## config.mk

```make
export PLATFORM = sky130hd
export DESIGN_NAME = control_pulse_sequencer_flat
export DESIGN_NICKNAME = d
export VERILOG_FILES = /design/src/rtl/svc_seq_pkg.sv /design/src/rtl/control_pulse_sequencer_if.sv /design/src/rtl/control_pulse_sequencer_cp_fifo.sv /design/src/rtl/control_pulse_sequencer.sv /design/src/flat_wrapper.sv
export SDC_FILE = /design/constraint.sdc
export NUM_CORES = 1
export LEC_CHECK = 0
export BUFFER_PORTS_ARGS = -buffer_cell sky130_fd_sc_hd__buf_4
export CORE_UTILIZATION = 40
export CTS_BUF_LIST = sky130_fd_sc_hd__clkbuf_4
export CTS_CLUSTER_SIZE = 28
export DETAILED_ROUTE_END_ITERATION = 7
export GPL_TIMING_DRIVEN = 0
export HOLD_SLACK_MARGIN = 0.12
export PLACE_DENSITY = 0.69
export SLEW_MARGIN = 20
export SYNTH_ARGS = -nofsm -noshare
export SYNTH_HDL_FRONTEND = slang
export SYNTH_SLANG_ARGS = --single-unit
```

## constraint.sdc

```tcl
create_clock -name SIM_CLK -period 4 [get_ports SIM_CLK]
set_input_delay 0.2 -clock SIM_CLK [delete_from_list [all_inputs] [get_ports SIM_CLK]]
set_output_delay 0.2 -clock SIM_CLK [all_outputs]
set_load 0.02 [all_outputs]
```

## src/rtl/svc_seq_pkg.sv

```systemverilog
// Shared definitions for the control pulse sequencer: register indices,
// control-word layout, phase enumeration and the NOP word.
package svc_seq_pkg;

    localparam int CP_WORD_W  = 9;
    localparam int SRC_LSB    = 0;
    localparam int SRC_MSB    = 2;
    localparam int SRC_EN_BIT = 3;
    localparam int DST_LSB    = 4;
    localparam int DST_MSB    = 6;
    localparam int DST_EN_BIT = 7;
    localparam int TT_EN_BIT  = 8;

    localparam logic [2:0] REG_A = 3'd0;
    localparam logic [2:0] REG_L = 3'd1;
    localparam logic [2:0] REG_Q = 3'd2;
    localparam logic [2:0] REG_Z = 3'd3;
    localparam logic [2:0] REG_B = 3'd4;
    localparam logic [2:0] REG_G = 3'd5;
    localparam logic [2:0] REG_Y = 3'd6;
    localparam logic [2:0] REG_U = 3'd7;

    typedef enum logic [1:0] {
        PH_P0,
        PH_P1,
        PH_P2,
        PH_P3
    } phase_t;

    // Field order mirrors the bit positions above, MSB first.
    typedef struct packed {
        logic       tt_en;
        logic       dst_en;
        logic [2:0] dst;
        logic       src_en;
        logic [2:0] src;
    } cp_word_t;

    localparam cp_word_t NOP_WORD = '0;

    function automatic logic [7:0] onehot_low(input logic [2:0] idx, input logic en);
        logic [7:0] bus;
        bus = 8'hFF;
        if (en) begin
            bus[idx] = 1'b0;
        end
        return bus;
    endfunction

endpackage

```

## src/rtl/control_pulse_sequencer_if.sv

```systemverilog
// Valid/ready handshake carrying control words into the sequencer buffer.
interface control_pulse_sequencer_if;
    import svc_seq_pkg::*;

    logic                 CP_VALID;
    logic                 CP_READY;
    logic [CP_WORD_W-1:0] CP_WORD;

    modport master (output CP_VALID, output CP_WORD, input CP_READY);
    modport slave  (input CP_VALID, input CP_WORD, output CP_READY);

endinterface

```

## src/rtl/control_pulse_sequencer_cp_fifo.sv

```systemverilog
// Control-word FIFO: circular buffer with independent push/pop and an
// occupancy count; pop on an empty buffer and push on a full one are ignored.
module cp_fifo
    import svc_seq_pkg::*;
#(
    parameter int BUF_DEPTH = 2,
    localparam int CNT_W = $clog2(BUF_DEPTH + 1),
    localparam int PTR_W = (BUF_DEPTH > 1) ? $clog2(BUF_DEPTH) : 1
) (
    input  logic             clk,
    input  logic             rst,
    input  logic             push,
    input  logic             pop,
    input  cp_word_t         push_word,
    output cp_word_t         head_word,
    output logic [CNT_W-1:0] occupancy
);

    cp_word_t         mem_q [BUF_DEPTH];
    cp_word_t         mem_d [BUF_DEPTH];
    logic [PTR_W-1:0] rd_ptr_q, rd_ptr_d;
    logic [PTR_W-1:0] wr_ptr_q, wr_ptr_d;
    logic [CNT_W-1:0] count_q, count_d;
    logic             do_push;
    logic             do_pop;

    function automatic logic [PTR_W-1:0] ptr_inc(input logic [PTR_W-1:0] p);
        if (p == PTR_W'(BUF_DEPTH - 1)) begin
            return '0;
        end
        return p + PTR_W'(1);
    endfunction

    always_comb begin
        do_push  = push && (count_q < CNT_W'(BUF_DEPTH));
        do_pop   = pop && (count_q != '0);
        mem_d    = mem_q;
        rd_ptr_d = rd_ptr_q;
        wr_ptr_d = wr_ptr_q;
        count_d  = count_q;
        if (do_push) begin
            mem_d[wr_ptr_q] = push_word;
            wr_ptr_d        = ptr_inc(wr_ptr_q);
        end
        if (do_pop) begin
            rd_ptr_d = ptr_inc(rd_ptr_q);
        end
        case ({do_push, do_pop})
            2'b10:   count_d = count_q + CNT_W'(1);
            2'b01:   count_d = count_q - CNT_W'(1);
            default: count_d = count_q;
        endcase
    end

    always_ff @(posedge clk or posedge rst) begin
        if (rst) begin
            for (int i = 0; i < BUF_DEPTH; i++) begin
                mem_q[i] <= NOP_WORD;
            end
            rd_ptr_q <= '0;
            wr_ptr_q <= '0;
            count_q  <= '0;
        end else begin
            mem_q    <= mem_d;
            rd_ptr_q <= rd_ptr_d;
            wr_ptr_q <= wr_ptr_d;
            count_q  <= count_d;
        end
    end

    assign head_word = mem_q[rd_ptr_q];
    assign occupancy = count_q;

endmodule

```

## src/rtl/control_pulse_sequencer.sv

```systemverilog
// Time-pulse sequencer: four phases per time pulse, fetches one buffered
// control word per pulse and decodes it into registered active-low strobes.
module control_pulse_sequencer
    import svc_seq_pkg::*;
#(
    parameter int MCT_LEN   = 12,
    parameter int BUF_DEPTH = 2
) (
    input  logic                       SIM_CLK,
    input  logic                       SIM_RST,
    input  logic                       RUN,
    control_pulse_sequencer_if.slave   cp,
    output logic                       RT_n,
    output logic                       CT_n,
    output logic                       WT_n,
    output logic                       TT_n,
    output logic                       T10_n,
    output logic [3:0]                 TP,
    output logic [7:0]                 RD_n,
    output logic [7:0]                 WR_n,
    output logic                       UNDERRUN
);

    localparam int CNT_W = $clog2(BUF_DEPTH + 1);

    phase_t           phase_q, phase_d;
    logic [3:0]       tp_q, tp_d;
    cp_word_t         cur_q, cur_d;
    logic             rt_n_q, rt_n_d;
    logic             ct_n_q, ct_n_d;
    logic             wt_n_q, wt_n_d;
    logic             tt_n_q, tt_n_d;
    logic             t10_n_q, t10_n_d;
    logic [7:0]       rd_n_q, rd_n_d;
    logic [7:0]       wr_n_q, wr_n_d;
    logic             underrun_q, underrun_d;

    cp_word_t         head_word;
    cp_word_t         in_word;
    logic [CNT_W-1:0] occupancy;
    logic             fifo_empty;
    logic             push;
    logic             pop;

    assign in_word     = cp_word_t'(cp.CP_WORD);
    assign cp.CP_READY = occupancy < CNT_W'(BUF_DEPTH);
    assign push        = cp.CP_VALID && cp.CP_READY;
    assign fifo_empty  = (occupancy == '0);

    cp_fifo #(.BUF_DEPTH(BUF_DEPTH)) u_cp_fifo (
        .clk       (SIM_CLK),
        .rst       (SIM_RST),
        .push      (push),
        .pop       (pop),
        .push_word (in_word),
        .head_word (head_word),
        .occupancy (occupancy)
    );

    // Strobes are decoded from the next phase/word so the registered outputs
    // line up with the phase they belong to.
    always_comb begin
        phase_d    = phase_q;
        tp_d       = tp_q;
        cur_d      = cur_q;
        pop        = 1'b0;
        underrun_d = 1'b0;
        rt_n_d     = 1'b1;
        ct_n_d     = 1'b1;
        wt_n_d     = 1'b1;
        tt_n_d     = 1'b1;
        rd_n_d     = 8'hFF;
        wr_n_d     = 8'hFF;
        if (RUN) begin
            if (phase_q == PH_P3) begin
                phase_d    = PH_P0;
                tp_d       = (tp_q == 4'(MCT_LEN)) ? 4'd1 : tp_q + 4'd1;
                pop        = !fifo_empty;
                cur_d      = fifo_empty ? NOP_WORD : head_word;
                underrun_d = fifo_empty;
            end else begin
                phase_d = phase_t'(phase_q + 2'd1);
            end
            rt_n_d = (phase_d == PH_P3);
            ct_n_d = (phase_d != PH_P1);
            wt_n_d = (phase_d != PH_P2);
            tt_n_d = !((phase_d == PH_P3) && cur_d.tt_en);
            if (phase_d != PH_P3) begin
                rd_n_d = onehot_low(cur_d.src, cur_d.src_en);
            end
            if ((phase_d == PH_P1) || (phase_d == PH_P2)) begin
                wr_n_d = onehot_low(cur_d.dst, cur_d.dst_en);
            end
        end
        t10_n_d = (tp_d != 4'd10);
    end

    always_ff @(posedge SIM_CLK or posedge SIM_RST) begin
        if (SIM_RST) begin
            phase_q    <= PH_P3;
            tp_q       <= 4'(MCT_LEN);
            cur_q      <= NOP_WORD;
            rt_n_q     <= 1'b1;
            ct_n_q     <= 1'b1;
            wt_n_q     <= 1'b1;
            tt_n_q     <= 1'b1;
            t10_n_q    <= 1'b1;
            rd_n_q     <= 8'hFF;
            wr_n_q     <= 8'hFF;
            underrun_q <= 1'b0;
        end else begin
            phase_q    <= phase_d;
            tp_q       <= tp_d;
            cur_q      <= cur_d;
            rt_n_q     <= rt_n_d;
            ct_n_q     <= ct_n_d;
            wt_n_q     <= wt_n_d;
            tt_n_q     <= tt_n_d;
            t10_n_q    <= t10_n_d;
            rd_n_q     <= rd_n_d;
            wr_n_q     <= wr_n_d;
            underrun_q <= underrun_d;
        end
    end

    assign RT_n     = rt_n_q;
    assign CT_n     = ct_n_q;
    assign WT_n     = wt_n_q;
    assign TT_n     = tt_n_q;
    assign T10_n    = t10_n_q;
    assign TP       = tp_q;
    assign RD_n     = rd_n_q;
    assign WR_n     = wr_n_q;
    assign UNDERRUN = underrun_q;

endmodule
```

## src/flat_wrapper.sv

```systemverilog
// flat-port wrapper written by rule: the top's interface ports become plain ports
module control_pulse_sequencer_flat import svc_seq_pkg::*;
#(
    parameter int MCT_LEN   = 12,
    parameter int BUF_DEPTH = 2
)
  (SIM_CLK, SIM_RST, RUN, RT_n, CT_n, WT_n, TT_n, T10_n, TP, RD_n, WR_n, UNDERRUN, cp_CP_VALID, cp_CP_WORD, cp_CP_READY);
  control_pulse_sequencer_if cp_i ();
  input  logic SIM_CLK;
  input  logic SIM_RST;
  input  logic RUN;
  output logic RT_n;
  output logic CT_n;
  output logic WT_n;
  output logic TT_n;
  output logic T10_n;
  output logic [3:0] TP;
  output logic [7:0] RD_n;
  output logic [7:0] WR_n;
  output logic UNDERRUN;
  input wire logic [$bits(cp_i.CP_VALID)-1:0] cp_CP_VALID;
  input wire logic [$bits(cp_i.CP_WORD)-1:0] cp_CP_WORD;
  output wire logic [$bits(cp_i.CP_READY)-1:0] cp_CP_READY;
  assign cp_i.CP_VALID = cp_CP_VALID;
  assign cp_i.CP_WORD = cp_CP_WORD;
  assign cp_CP_READY = cp_i.CP_READY;
  control_pulse_sequencer #(.MCT_LEN(MCT_LEN), .BUF_DEPTH(BUF_DEPTH)) u_core (.SIM_CLK(SIM_CLK), .SIM_RST(SIM_RST), .RUN(RUN), .cp(cp_i), .RT_n(RT_n), .CT_n(CT_n), .WT_n(WT_n), .TT_n(TT_n), .T10_n(T10_n), .TP(TP), .RD_n(RD_n), .WR_n(WR_n), .UNDERRUN(UNDERRUN));
endmodule
```

==> key figures <==
CTS
  • CTS tree: done
  • Post-CTS Setup Bufs: 0
  • Maximum clock insertion buffer count: 2
  • Root Buffer: clkbuf_4
  • Reg clk slew, reported paths: 0.09 ns
  • H-tree levels: 3
  • Worst-skew pair later-pin latency: 0.39 ns
  • Sink Count: 59
  • Post_cts resized: 0
  • CTS Buf Count: 9

Timing
  • Slew @ Worst Pin: 0.697 ns
  • Total negative slack: 0 ns
  • Rel. slew slack: 0.535
  • Worst hold slack: 0.214 ns
  • Hold Violations, Final: 0
  • Period utilization: 0.432
  • Setup violators final: 0
  • Clock skew: 0.00763 ns
  • RSZ-0062 raised after global routing: no
  • Fmax: 0.578 GHz
  • Crit path time final: 1.73 ns
  • Fin. max-slew vios: 0

Drt
  • Antenna Nets Post-Route: 0
  • DRC errors left: 0
  • Wire per inst: 12.8 um
  • Starting DRC count in detailed routing: 73
  • Vias per cell: 4.81
  • DR vias: 1631
  • WL final: 4.34 mm
  • Initial DRT Pass Iterations: 4

Power and ir drop
  • Leak: 1.39 nW
  • Peak VDD IR: 0.256 mV
  • Power density over the cells: 699 mW/mm^2

Placed design
  • Port-buffer cells: 38
  • DP Area: 0.00297 sq mm
  • GP Congestion: 0.753
  • DP Wirelength: 3.04 mm
  • Dpl cells: 312

Floorplan
  • Die Wd: 82.4 um
  • Row count: 28
  • Core area: 0.00610 sq mm
  • # IOs: 40
  • Die Ht: 82.4 um
  • Initial Util: 0.424
  • Die area: 0.00679 sq mm

Setup path
  • Top delay family on crit path: flip-flops
  • Buf/Inv on CP: 1
  • WS Path Type: register to register
  • Crit path cell chain: ha_1 > buf_6 > o211ai_2 > a2bb2oi_1 > nor3b_2 > nand2_1
  • Critical path launch point type: register
  • Largest stage delay, worst path: 0.56 ns
  • CP max FO: 9
  • CP endpoint kind: register
  • Worst Path Required: 4.32 ns
  • Slowest-stage cell, CP: dfstp_2
  • Crit path arrival time: 2.05 ns

Yosys
  • Synth area leaders: dfrtp_1, dfstp_2, mux2_2
  • Post-Synthesis Cells: 199
  • Synthesized area: 0.00259 sq mm
  • Post-synthesis net count: 219
  • Avg Cell Area, Syn: 13.0 sq um
  • #FFs+latches synth: 59
  • Synth area leader: dfrtp_1
  • Share of the synthesized area in the top cell type: 0.329
  • Seq/Total Area, Yosys: 0.583
  • Unique masters post-synth: 37
  • Warnings from Yosys: 0

Global route
  • GR Overflow Total: 0
  • Busiest grt layer: met2
  • Initial antenna violation count: 0
  • M2 GR Usage: 0.226
  • Pin count of the biggest net entering global routing: 60
  • Vias in the first global route: 1570
  • Total GRT Usage: 0.149
  • Met3 usage: 0.0297
  • Global-route met1 utilization: 0.188
  • First-pass GRT wire length: 7.20 mm

Final layout
  • Final non-filler cell total: 339
  • Syn-to-layout area delta: 23.0%
  • Ant diodes: 0
  • Fin nets: 279
  • Layout cells sized above 1: 0.424
  • Design Area, Final: 0.00318 sq mm

Min path
  • Class of the worst hold path: input port to register

Job
  • # Max-Cap Violations: 0

Run status
  • Status: completed
==> final cells by class <==
type                    instances  area, sq um
plain buffers                   6         46.3
clock buffers                  11         82.6
clock inverters                 5         20.0
fillers                       552         2910
inverters                       8         32.5
multi-input cells             126         1000
flip-flops and latches         59         1510
well taps                      75         93.8
repair buffers                 49          395
==> per-layer routing <==
layer	vias up	part of all wire
met4	0	0.029
met2	38	0.46
met1	773	0.47
li1	809	-
met5	-	0
met3	11	0.040
==> worst reg2reg max path, cell delays in order (launching register included) <==
cell	delay [ns]
dfstp_2	0.56
ha_1	0.16
buf_6	0.13
o211ai_2	0.18
a2bb2oi_1	0.23
nor3b_2	0.29
nand2_1	0.11
==> cell usage after synthesis (all sizes together) <==
library cell / number
and2b: 3
o22a: 1
a21o: 1
o41ai: 1
nor2b: 2
o21ai: 8
clkbuf: 2
ha: 7
dfstp: 25
nand3: 4
buf: 4
inv: 8
and3: 2
o2bb2ai: 6
mux2i: 9
a21oi: 4
a2bb2oi: 2
nor3b: 2
a22o: 5
dfrtp: 34
nor2: 12
mux2: 19
xnor2: 5
nand2: 25
nor3: 3
and2: 3
o211ai: 1
nand2b: 1
==> logic make-up after synthesis <==
group | count (synthesis) | synth area share
flops | 59 | 0.583
simple gates | 57 | 0.115
compound gates | 29 | 0.105
mux | 28 | 0.118
buf+inv | 14 | 0.0295
fa+ha+maj | 7 | 0.0338
xor+xnor | 5 | 0.0169
==> worst paths after layout <==
kind	start	end	slack, ns	cells past startpoint
setup reg to reg	u_core.phase_q[0]	u_core.WR_n[7]	2.27	6
setup / recovery	u_core.phase_q[0]	u_core.WR_n[7]	2.27	6
hold reg to reg	u_core.cur_q[8]	u_core.cur_q[8]	0.48	1
min in group asynchronous	SIM_RST	u_core.cur_q[6]	0.48	3
max in group asynchronous	SIM_RST	u_core.u_cp_fifo.mem_q[2]	3.05	3
hold / removal	cp_CP_VALID	u_core.u_cp_fifo.wr_ptr_q	0.21	3
==> flip-flops by register name, indices dropped and copies added, names as in the netlist <==
signal,flops
u_core.cur_q,9
u_core.UNDERRUN,1
u_core.RD_n,8
u_core.T10_n,1
u_core.WT_n,1
u_core.TT_n,1
u_core.TP,4
u_core.u_cp_fifo.rd_ptr_q,1
u_core.u_cp_fifo.wr_ptr_q,1
u_core.u_cp_fifo.mem_q,18
u_core.CT_n,1
u_core.RT_n,1
u_core.u_cp_fifo.occupancy,2
u_core.WR_n,8
u_core.phase_q,2
==> repair_timing <==
item                                    in CTS  in global routing
hold buffers                                11                  0
hold endpoints to repair                    53                  0
endpoints found under the setup margin       0                  0
==> through the flow <==
stage | util | power (mW) | setup slack [ns]
detailed placement | 0.487 | 1.91 | 2.27
CTS | 0.522 | 2.25 | 2.24
global placement | 0.487 | 1.88 | 1.70
global route | 0.522 | 2.40 | 2.15
finish | 0.522 | 2.22 | 2.27
floorplan | - | 1.68 | 2.39
==> cell usage in the layout, fill, tap and decap left out, drive strengths merged, types with 4 or more instances in the layout <==
cell type    count
buf             42
dfrtp           34
nand2           25
dfstp           25
mux2            19
clkbuf          13
nor2            12
dlygate4sd3     11
mux2i            9
inv              8
o21ai            8
ha               7
o2bb2ai          6
a22o             5
xnor2            5
clkinv           5
a21oi            4
nand3            4
==> report_power, final <==
part	leakage, nW	switching [mW]	internal [mW]	total (mW)
clock	0.0608	0.199	0.133	0.332
sequential	0.675	0.138	0.838	0.976
combinational	0.649	0.461	0.455	0.916
total	1.39	0.798	1.43	2.22
(Power assumes the default switching activity.)
